$ cat src/rtl/registers_unit_mp_if.sv
// registers_unit_mp_if -- bundle of the register-file read, write, scoreboard,
// debug and observation signals. The slave modport is the register unit; the
// master modport is whatever drives it (pipeline or testbench).
interface registers_unit_mp_if #(
   parameter int XLEN = 32,
   parameter int NREG = 32,
   parameter int NRD  = 2
);
   localparam int AW = $clog2(NREG);

   // read ports
   logic [NRD*AW-1:0]   RdAddr;
   logic [NRD*XLEN-1:0] RdData;

   // write port
   logic                RUWr;
   logic [AW-1:0]       WrAddr;
   logic [XLEN-1:0]     WrData;

   // scoreboard
   logic                IssueVld;
   logic [AW-1:0]       IssueRd;
   logic [NREG-1:0]     Busy;

   // debug read channel
   logic                DbgReq;
   logic [AW-1:0]       DbgAddr;
   logic                DbgAck;
   logic [XLEN-1:0]     DbgData;

   // observation tap
   logic [XLEN-1:0]     ObsReg;

   modport slave (
      input  RdAddr,
      input  RUWr,
      input  WrAddr,
      input  WrData,
      input  IssueVld,
      input  IssueRd,
      input  DbgReq,
      input  DbgAddr,
      output RdData,
      output Busy,
      output DbgAck,
      output DbgData,
      output ObsReg
   );

   modport master (
      output RdAddr,
      output RUWr,
      output WrAddr,
      output WrData,
      output IssueVld,
      output IssueRd,
      output DbgReq,
      output DbgAddr,
      input  RdData,
      input  Busy,
      input  DbgAck,
      input  DbgData,
      input  ObsReg
   );
endinterface

$ cat src/rtl/registers_unit_mp.sv
// registers_unit_mp -- multi-port architectural register file with a
// pending-write scoreboard, a handshaked debug read channel and a fixed
// observation tap. Register 0 is hard-wired to zero; register 2 resets to
// SP_INIT (stack pointer).
//
// Optional feature: define RU_BYPASS_EN to forward a same-cycle write to every
// read port, the observation tap and the debug capture. Without it those paths
// return the stored value and a write becomes visible the cycle after its edge.
module registers_unit_mp #(
   parameter int XLEN    = 32,
   parameter int NREG    = 32,
   parameter int NRD     = 2,
   parameter int SP_INIT = 1024,
   parameter int OBS_IDX = 10
) (
   input  logic                Clk,
   input  logic                Rst,
   registers_unit_mp_if.slave  bus
);
   localparam int AW = $clog2(NREG);

   // Debug FSM encoding
   localparam logic [1:0] ST_IDLE  = 2'd0;
   localparam logic [1:0] ST_ACK   = 2'd1;
   localparam logic [1:0] ST_DRAIN = 2'd2;

   // ------------------------------------------------------------------
   // Storage and per-register views
   // ------------------------------------------------------------------
   // reg_val: the stored contents; rd_view: what any reader sees this cycle
   // (stored value, or the in-flight write data when forwarding is built in).
   logic [XLEN-1:0] reg_val [NREG];
   logic [XLEN-1:0] rd_view [NREG];
   logic [NREG-1:0] wr_hit;

   genvar gi;
   generate
      for (gi = 0; gi < NREG; gi++) begin : g_reg
         if (gi == 0) begin : g_zero
            // index 0 holds no state and never reports a write hit
            assign wr_hit[gi]  = 1'b0;
            assign reg_val[gi] = '0;
            assign rd_view[gi] = '0;
         end else begin : g_store
            logic [XLEN-1:0] data_q;

            assign wr_hit[gi]  = bus.RUWr && (bus.WrAddr == AW'(gi));
            assign reg_val[gi] = data_q;

            // Register storage: async reset to its architectural reset value,
            // then load WrData whenever this index is the write target.
            always_ff @(posedge Clk or posedge Rst) begin
               if (Rst) begin
                  data_q <= (gi == 2) ? XLEN'(SP_INIT) : '0;
               end else if (wr_hit[gi]) begin
                  data_q <= bus.WrData;
               end
            end

`ifdef RU_BYPASS_EN
            assign rd_view[gi] = wr_hit[gi] ? bus.WrData : data_q;
`else
            assign rd_view[gi] = data_q;
`endif
         end
      end
   endgenerate

   // ------------------------------------------------------------------
   // Combinational read ports and observation tap
   // ------------------------------------------------------------------
   generate
      for (gi = 0; gi < NRD; gi++) begin : g_rd
         assign bus.RdData[gi*XLEN +: XLEN] = rd_view[bus.RdAddr[gi*AW +: AW]];
      end
   endgenerate

   assign bus.ObsReg = rd_view[OBS_IDX];

   // ------------------------------------------------------------------
   // Scoreboard
   // ------------------------------------------------------------------
   logic [NREG-1:0] busy_q;
   logic [NREG-1:0] busy_d;
   logic [NREG-1:0] set_mask;
   logic [NREG-1:0] clr_mask;

   // Next scoreboard: clear the retiring writer, then set the new producer so
   // that a same-edge issue and write to one index leaves it pending.
   always_comb begin
      set_mask = '0;
      clr_mask = '0;
      if (bus.IssueVld) begin
         set_mask = NREG'(1) << bus.IssueRd;
      end
      if (bus.RUWr) begin
         clr_mask = NREG'(1) << bus.WrAddr;
      end
      busy_d    = (busy_q & ~clr_mask) | set_mask;
      busy_d[0] = 1'b0;
   end

   // Scoreboard state register
   always_ff @(posedge Clk or posedge Rst) begin
      if (Rst) begin
         busy_q <= '0;
      end else begin
         busy_q <= busy_d;
      end
   end

   assign bus.Busy = busy_q;

   // ------------------------------------------------------------------
   // Debug read channel
   // ------------------------------------------------------------------
   logic [1:0]      dbg_state_q;
   logic [1:0]      dbg_state_d;
   logic [XLEN-1:0] dbg_data_q;
   logic [XLEN-1:0] dbg_data_d;

   // Debug FSM next state: capture on a request seen in IDLE, acknowledge for
   // one cycle, then wait for the requester to drop DbgReq before rearming.
   always_comb begin
      dbg_state_d = dbg_state_q;
      dbg_data_d  = dbg_data_q;
      case (dbg_state_q)
         ST_IDLE: begin
            if (bus.DbgReq) begin
               dbg_data_d  = rd_view[bus.DbgAddr];
               dbg_state_d = ST_ACK;
            end
         end
         ST_ACK: begin
            dbg_state_d = ST_DRAIN;
         end
         ST_DRAIN: begin
            if (!bus.DbgReq) begin
               dbg_state_d = ST_IDLE;
            end
         end
         default: begin
            dbg_state_d = ST_IDLE;
         end
      endcase
   end

   // Debug FSM and capture registers; reset aborts any open transaction.
   always_ff @(posedge Clk or posedge Rst) begin
      if (Rst) begin
         dbg_state_q <= ST_IDLE;
         dbg_data_q  <= '0;
      end else begin
         dbg_state_q <= dbg_state_d;
         dbg_data_q  <= dbg_data_d;
      end
   end

   assign bus.DbgAck  = (dbg_state_q == ST_ACK);
   assign bus.DbgData = dbg_data_q;

endmodule

$ cat src/flat_wrapper.sv
// flat-port wrapper written by rule: the top's interface ports become plain ports
module registers_unit_mp_flat 
#(
   parameter int XLEN    = 32,
   parameter int NREG    = 32,
   parameter int NRD     = 2,
   parameter int SP_INIT = 1024,
   parameter int OBS_IDX = 10
)
  (Clk, Rst, bus_RdAddr, bus_RUWr, bus_WrAddr, bus_WrData, bus_IssueVld, bus_IssueRd, bus_DbgReq, bus_DbgAddr, bus_RdData, bus_Busy, bus_DbgAck, bus_DbgData, bus_ObsReg);
  registers_unit_mp_if #(.XLEN(XLEN), .NREG(NREG), .NRD(NRD)) bus_i ();
  input  logic Clk;
  input  logic Rst;
  input wire logic [$bits(bus_i.RdAddr)-1:0] bus_RdAddr;
  input wire logic [$bits(bus_i.RUWr)-1:0] bus_RUWr;
  input wire logic [$bits(bus_i.WrAddr)-1:0] bus_WrAddr;
  input wire logic [$bits(bus_i.WrData)-1:0] bus_WrData;
  input wire logic [$bits(bus_i.IssueVld)-1:0] bus_IssueVld;
  input wire logic [$bits(bus_i.IssueRd)-1:0] bus_IssueRd;
  input wire logic [$bits(bus_i.DbgReq)-1:0] bus_DbgReq;
  input wire logic [$bits(bus_i.DbgAddr)-1:0] bus_DbgAddr;
  output wire logic [$bits(bus_i.RdData)-1:0] bus_RdData;
  output wire logic [$bits(bus_i.Busy)-1:0] bus_Busy;
  output wire logic [$bits(bus_i.DbgAck)-1:0] bus_DbgAck;
  output wire logic [$bits(bus_i.DbgData)-1:0] bus_DbgData;
  output wire logic [$bits(bus_i.ObsReg)-1:0] bus_ObsReg;
  assign bus_i.RdAddr = bus_RdAddr;
  assign bus_i.RUWr = bus_RUWr;
  assign bus_i.WrAddr = bus_WrAddr;
  assign bus_i.WrData = bus_WrData;
  assign bus_i.IssueVld = bus_IssueVld;
  assign bus_i.IssueRd = bus_IssueRd;
  assign bus_i.DbgReq = bus_DbgReq;
  assign bus_i.DbgAddr = bus_DbgAddr;
  assign bus_RdData = bus_i.RdData;
  assign bus_Busy = bus_i.Busy;
  assign bus_DbgAck = bus_i.DbgAck;
  assign bus_DbgData = bus_i.DbgData;
  assign bus_ObsReg = bus_i.ObsReg;
  registers_unit_mp #(.XLEN(XLEN), .NREG(NREG), .NRD(NRD), .SP_INIT(SP_INIT), .OBS_IDX(OBS_IDX)) u_core (.Clk(Clk), .Rst(Rst), .bus(bus_i));
endmodule
$ cat config.mk
export PLATFORM = sky130hd
export DESIGN_NAME = registers_unit_mp_flat
export DESIGN_NICKNAME = d
export VERILOG_FILES = /design/src/rtl/registers_unit_mp_if.sv /design/src/rtl/registers_unit_mp.sv /design/src/flat_wrapper.sv
export SDC_FILE = /design/constraint.sdc
export NUM_CORES = 2
export LEC_CHECK = 0
export ABC_AREA = 0
export CAP_MARGIN = 10
export CORE_MARGIN = 3
export CORE_UTILIZATION = 30
export DETAILED_ROUTE_END_ITERATION = 16
export PLACE_DENSITY = 0.51
export SLEW_MARGIN = 30
export SYNTH_ARGS = -nofsm -noshare
export SYNTH_HDL_FRONTEND = slang
export SYNTH_SLANG_ARGS = --single-unit
$ cat constraint.sdc
create_clock -name Clk -period 53 [get_ports Clk]
set_clock_uncertainty 0.15 [all_clocks]
set_input_delay 10.6 -clock Clk [delete_from_list [all_inputs] [get_ports Clk]]
set_output_delay 10.6 -clock Clk [all_outputs]
set_load 0.05 [all_outputs]
After elaboration in Yosys (flattened, before gate mapping)
Index checks and enable logic that the tools add are counted.

Input port bits: 62. Output and inout port bits: 161. Bits in registers: 1057. Word-level logic and storage cells: 128.

Reduce and logical (&&, ||, !) cells: 34. Shift-type cells: 2. Equal/unequal tests: 35. Mux-type cells: 14. Bitwise logic cells: 6. Order comparisons: 3.

Operators with widths (count): $bmux 32 s5 (3); $mux 32 (8); $eq 5x5->1 const B (16); $shl 1x5->32 const A (2); $eq 5x4->1 const B (8); $and 32x32->32 (1); $not 32->32 (1); $or 32x32->32 (1); $logic_and 1x1->1 (31); $eq 5x3->1 const B (4); $ge 6x6->1 const B (3); $not 5->6 (3); $eq 5x2->1 const B (2); $pmux 2 s3 (1); $eq 5x1->1 const B (1); $mux 2 (2); $ne 2x2->1 const B (2); $reduce_and 2->1 (2); $eq 2x1->1 const B (1); $eq 2x2->1 const B (1); $logic_not 2->1 (1).

Depth between registers and ports, before layout
Depth in word-level cells: 5. Gate-level depth with buffers: 11. Gate-level depth less buffers: 5.

Worst setup path before layout
OpenSTA, ideal clock, no wires.

Kind: input -> output. Start point: input bus_RdAddr[5]. End point: output bus_RdData[40]. Setup slack: 29643 ps. Data arrival time: 12607 ps. Stages on the path: 5. Required time: 42250 ps. Cells stage by stage: buf_6 -> clkbuf_1 -> mux4_2 -> mux4_2 -> mux2_2.

Word-level cells in the longest chain between the ends: 4.

RTL lines: from (decl) (RTL line flat_wrapper.sv:14) `input wire logic [$bits(bus_i.RdAddr)-1:0] bus_RdAddr;`; $not 5->6 (implied by the code) (RTL line registers_unit_mp.sv:74) `assign bus.RdData[gi*XLEN +: XLEN] = rd_view[bus.RdAddr[gi*AW +: AW]];`; $bmux 32 s5 (RTL line registers_unit_mp.sv:74); $mux 32 (implied by the code) (2 in series) (RTL line registers_unit_mp.sv:74); to (decl) (RTL line flat_wrapper.sv:22) `output wire logic [$bits(bus_i.RdData)-1:0] bus_RdData;`.

Every way passes these cells. The select of a mux whose other input is x is not followed.

Worst setup path after layout
Start point: input bus_RdAddr[0]. End point: output bus_RdData[0].

Same word-level chain as after synthesis.

==> impl_metrics.json <==
{
  "crit_fanout": 62,
  "die_w_um": 465,
  "dp_slack_ns": 26.57,
  "initial_utilization": 0.303,
  "path_class": "input pin to output pin",
  "end_kind": "output pin",
  "synth_top_area_cell": "dfrtp_1",
  "p_clk_frac": 0.304,
  "rsz0062_at_grt": "false",
  "areaGrowthSynthToFinish_pct": 13.8,
  "syn_nets": 4065,
  "yosysTopAreaCellShare": 0.418,
  "ys_top_cells_by_count": "mux2_2, dfrtp_1, mux4_2",
  "crit_required_ns": 42.25,
  "cts_setup_buffers": 0,
  "tightest_slew_ns": 1.06,
  "clk_path_buf_depth": 3,
  "ys_seq_area_frac": 0.418,
  "status": "finished, final reports clean",
  "fin_ws_ns": 26.65,
  "drive_above_1_share": 0.582,
  "vias": 40518,
  "synth_cell_types": 41,
  "place_hpwl_um": 125000,
  "finalSetupViolCount": 0,
  "synthTopCellsByArea": "dfrtp_1, mux4_2, mux2_2, a22o_1, clkbuf_1",
  "p_sw_uw": 924,
  "fillCellCount": 19993,
  "grt_overflow_total": 0,
  "io_buffers": 221,
  "viasPerCell": 5.90,
  "hold_class": "flip-flop to flip-flop",
  "yosysMostFrequentCell": "mux2_2",
  "drt_iter0_markers": 3413,
  "cts_resized": 0,
  "internal_power_uw": 1930,
  "antenna_found_initial": 15,
  "p_leak_uw": 0.0291,
  "place_area_um2": 67800,
  "fin_tns_setup_ns": 0,
  "async_reset_ff_frac": 1.00,
  "postCtsHoldBufs": 0,
  "switching_share": 0.324,
  "ys_warn_count": 0,
  "drt_wl_total_um": 226000,
  "grt_max_degree": 158,
  "hold_violations": 0,
  "syn_inst": 4003,
  "powerDensity_nw_per_um2": 39.7,
  "cts_made_buffers": 120,
  "ios": 223,
  "clock-sinks": 1057,
  "fmax_ghz": 0.0380,
  "netlist_area_um2": 63200,
  "power_uw": 2850,
  "cp.arrival_ns": 15.60,
  "drc_errors": 0,
  "dieHeight_um": 465,
  "synth-edff-count": 0,
  "grt_pass1_wl_um": 326000,
  "relSlewSlack": 0.292,
  "vdd_ir_drop_max_v": 0.0000264,
  "die_area_um2": 216000,
  "clk_latency_ns": 0.75,
  "grt_use_total": 0.207,
  "period_share": 0.497,
  "layout_min_cycle_time_ns": 26.35,
  "critPathLaunchType": "input pin",
  "htree_num_levels": 3,
  "slew_violations": 0,
  "rows": 167,
  "sequentialPowerShare": 0.399,
  "drtAntennaViolNets": 0,
  "place_congestion": 0.749,
  "wl_per_cell_um": 32.9,
  "p_comb_frac": 0.297,
  "ys_ff_latch": 1057,
  "drt_pass1_iterations": 5,
  "stdcell_area_um2": 72000,
  "nNetsFinal": 4038,
  "synth.avg_cell_area_um2": 15.8,
  "maxCapViolCount": 0,
  "synth_flop_cell": "dfrtp_1",
  "coreArea_um2": 208000,
  "cts.reportedPaths.clkPinSlew_ns": 0.07,
  "grt_pass1_vias": 41722,
  "cts-root-buf": "clkbuf_16",
  "cts_tree": "yes"
}
==> final cells by class <==
type                       count  area [um^2]  share of cell area
timing repair buffer         310         2880              0.0400
tap                         2788         3490              0.0485
antenna                        2         5.00           0.0000695
inverter                       8         37.5            0.000522
multi-input combinational   2479        35000               0.487
sequential                  1057        26500               0.368
clock inverter                48          487             0.00676
clock buffer                 172         3580              0.0498
==> final timing paths <==
check,start,to,slack [ns],depth (start not counted)
max,bus_RdAddr[0],bus_RdData[0],26.65,9
min,u_core.bus.Busy[9],u_core.bus.Busy[9],0.36,2
max reg2reg,u_core.dbg_state_q[0],u_core.bus.DbgData[15],50.28,6
min reg2reg,u_core.bus.Busy[9],u_core.bus.Busy[9],0.36,2
max in group asynchronous,Rst,u_core.g_reg[26].g_store.data_q[7],39.44,5
min in group asynchronous,Rst,u_core.bus.Busy[31],10.21,2
==> metrics by stage <==
step,hold WS [ns],util,instances
5_1_grt,0.380,0.345,6864
4_1_cts,0.358,0.345,6860
3_5_place_dp,0.333,0.326,6640
3_3_place_gp,0.320,0.326,6639
6_report,0.361,0.345,6864
2_1_floorplan,0.345,-,4003
==> cell usage in the layout, fill, tap and decap left out, drive strengths merged, types with 2 or more instances in the layout <==
cell type / count
mux2i: 33
and2: 2
dfrtp: 1056
a32o: 4
nor3: 4
nor2: 22
clkbuf: 172
or2: 2
a22o: 98
o31ai: 6
buf: 134
clkinvlp: 8
nand2b: 2
a211oi: 28
diode: 2
bufinv: 8
mux2: 1188
nand3b: 5
nand2: 78
a31oi: 4
nor2b: 35
a221o: 27
a32oi: 4
o211ai: 4
and3: 2
or3b: 2
nor3b: 5
a21oi: 28
inv: 10
o21ai: 55
clkinv: 30
clkdlybuf4s50: 176
mux4: 799
nand3: 5
a22oi: 31
==> sequential cells by signal (all words and copies together) (netlist names) <==
name / cells
u_core.dbg_state_q: 2
u_core.bus.DbgData: 32
u_core.g.g_store.data_q: 960
u_core.bus.ObsReg: 32
u_core.bus.Busy: 31
==> power by group through the flow <==
stage          Clock, uW  Sequential [uW]  Combinational [uW]
6_report             868             1140                 848
5_1_grt              925             1160                 895
4_1_cts              890             1130                 856
3_5_place_dp           0             1150                 853
3_3_place_gp           0             1140                 846
2_1_floorplan          0             1170                 559
==> critical path: stages <==
cell	delay, ns
buf_8	0.55
buf_4	0.80
buf_4	0.80
nor2b_4	0.37
buf_4	0.39
a22o_1	0.31
mux4_2	0.45
mux2_2	0.27
clkdlybuf4s50_1	0.90
==> logic make-up after synthesis <==
family                 after synthesis  synth area share
AO/OA/AOI/OAI                      292            0.0346
AND/OR/NAND/NOR                    166            0.0127
flip-flops                        1057             0.418
buffers and inverters              467            0.0327
multiplexers                      2020             0.501
other                                1         0.0000593
==> routing by layer <==
layer | share of wire | vias up | routed length [um] | GRT usage
met5 | 0.00027 | - | 61 | 0
met4 | 0.035 | 8 | 7860 | 0.0633
met3 | 0.063 | 361 | 14100 | 0.0379
met2 | 0.48 | 1567 | 108000 | 0.335
met1 | 0.42 | 22505 | 95800 | 0.283
li1 | - | 16077 | - | -
(Power assumes the default switching activity.)
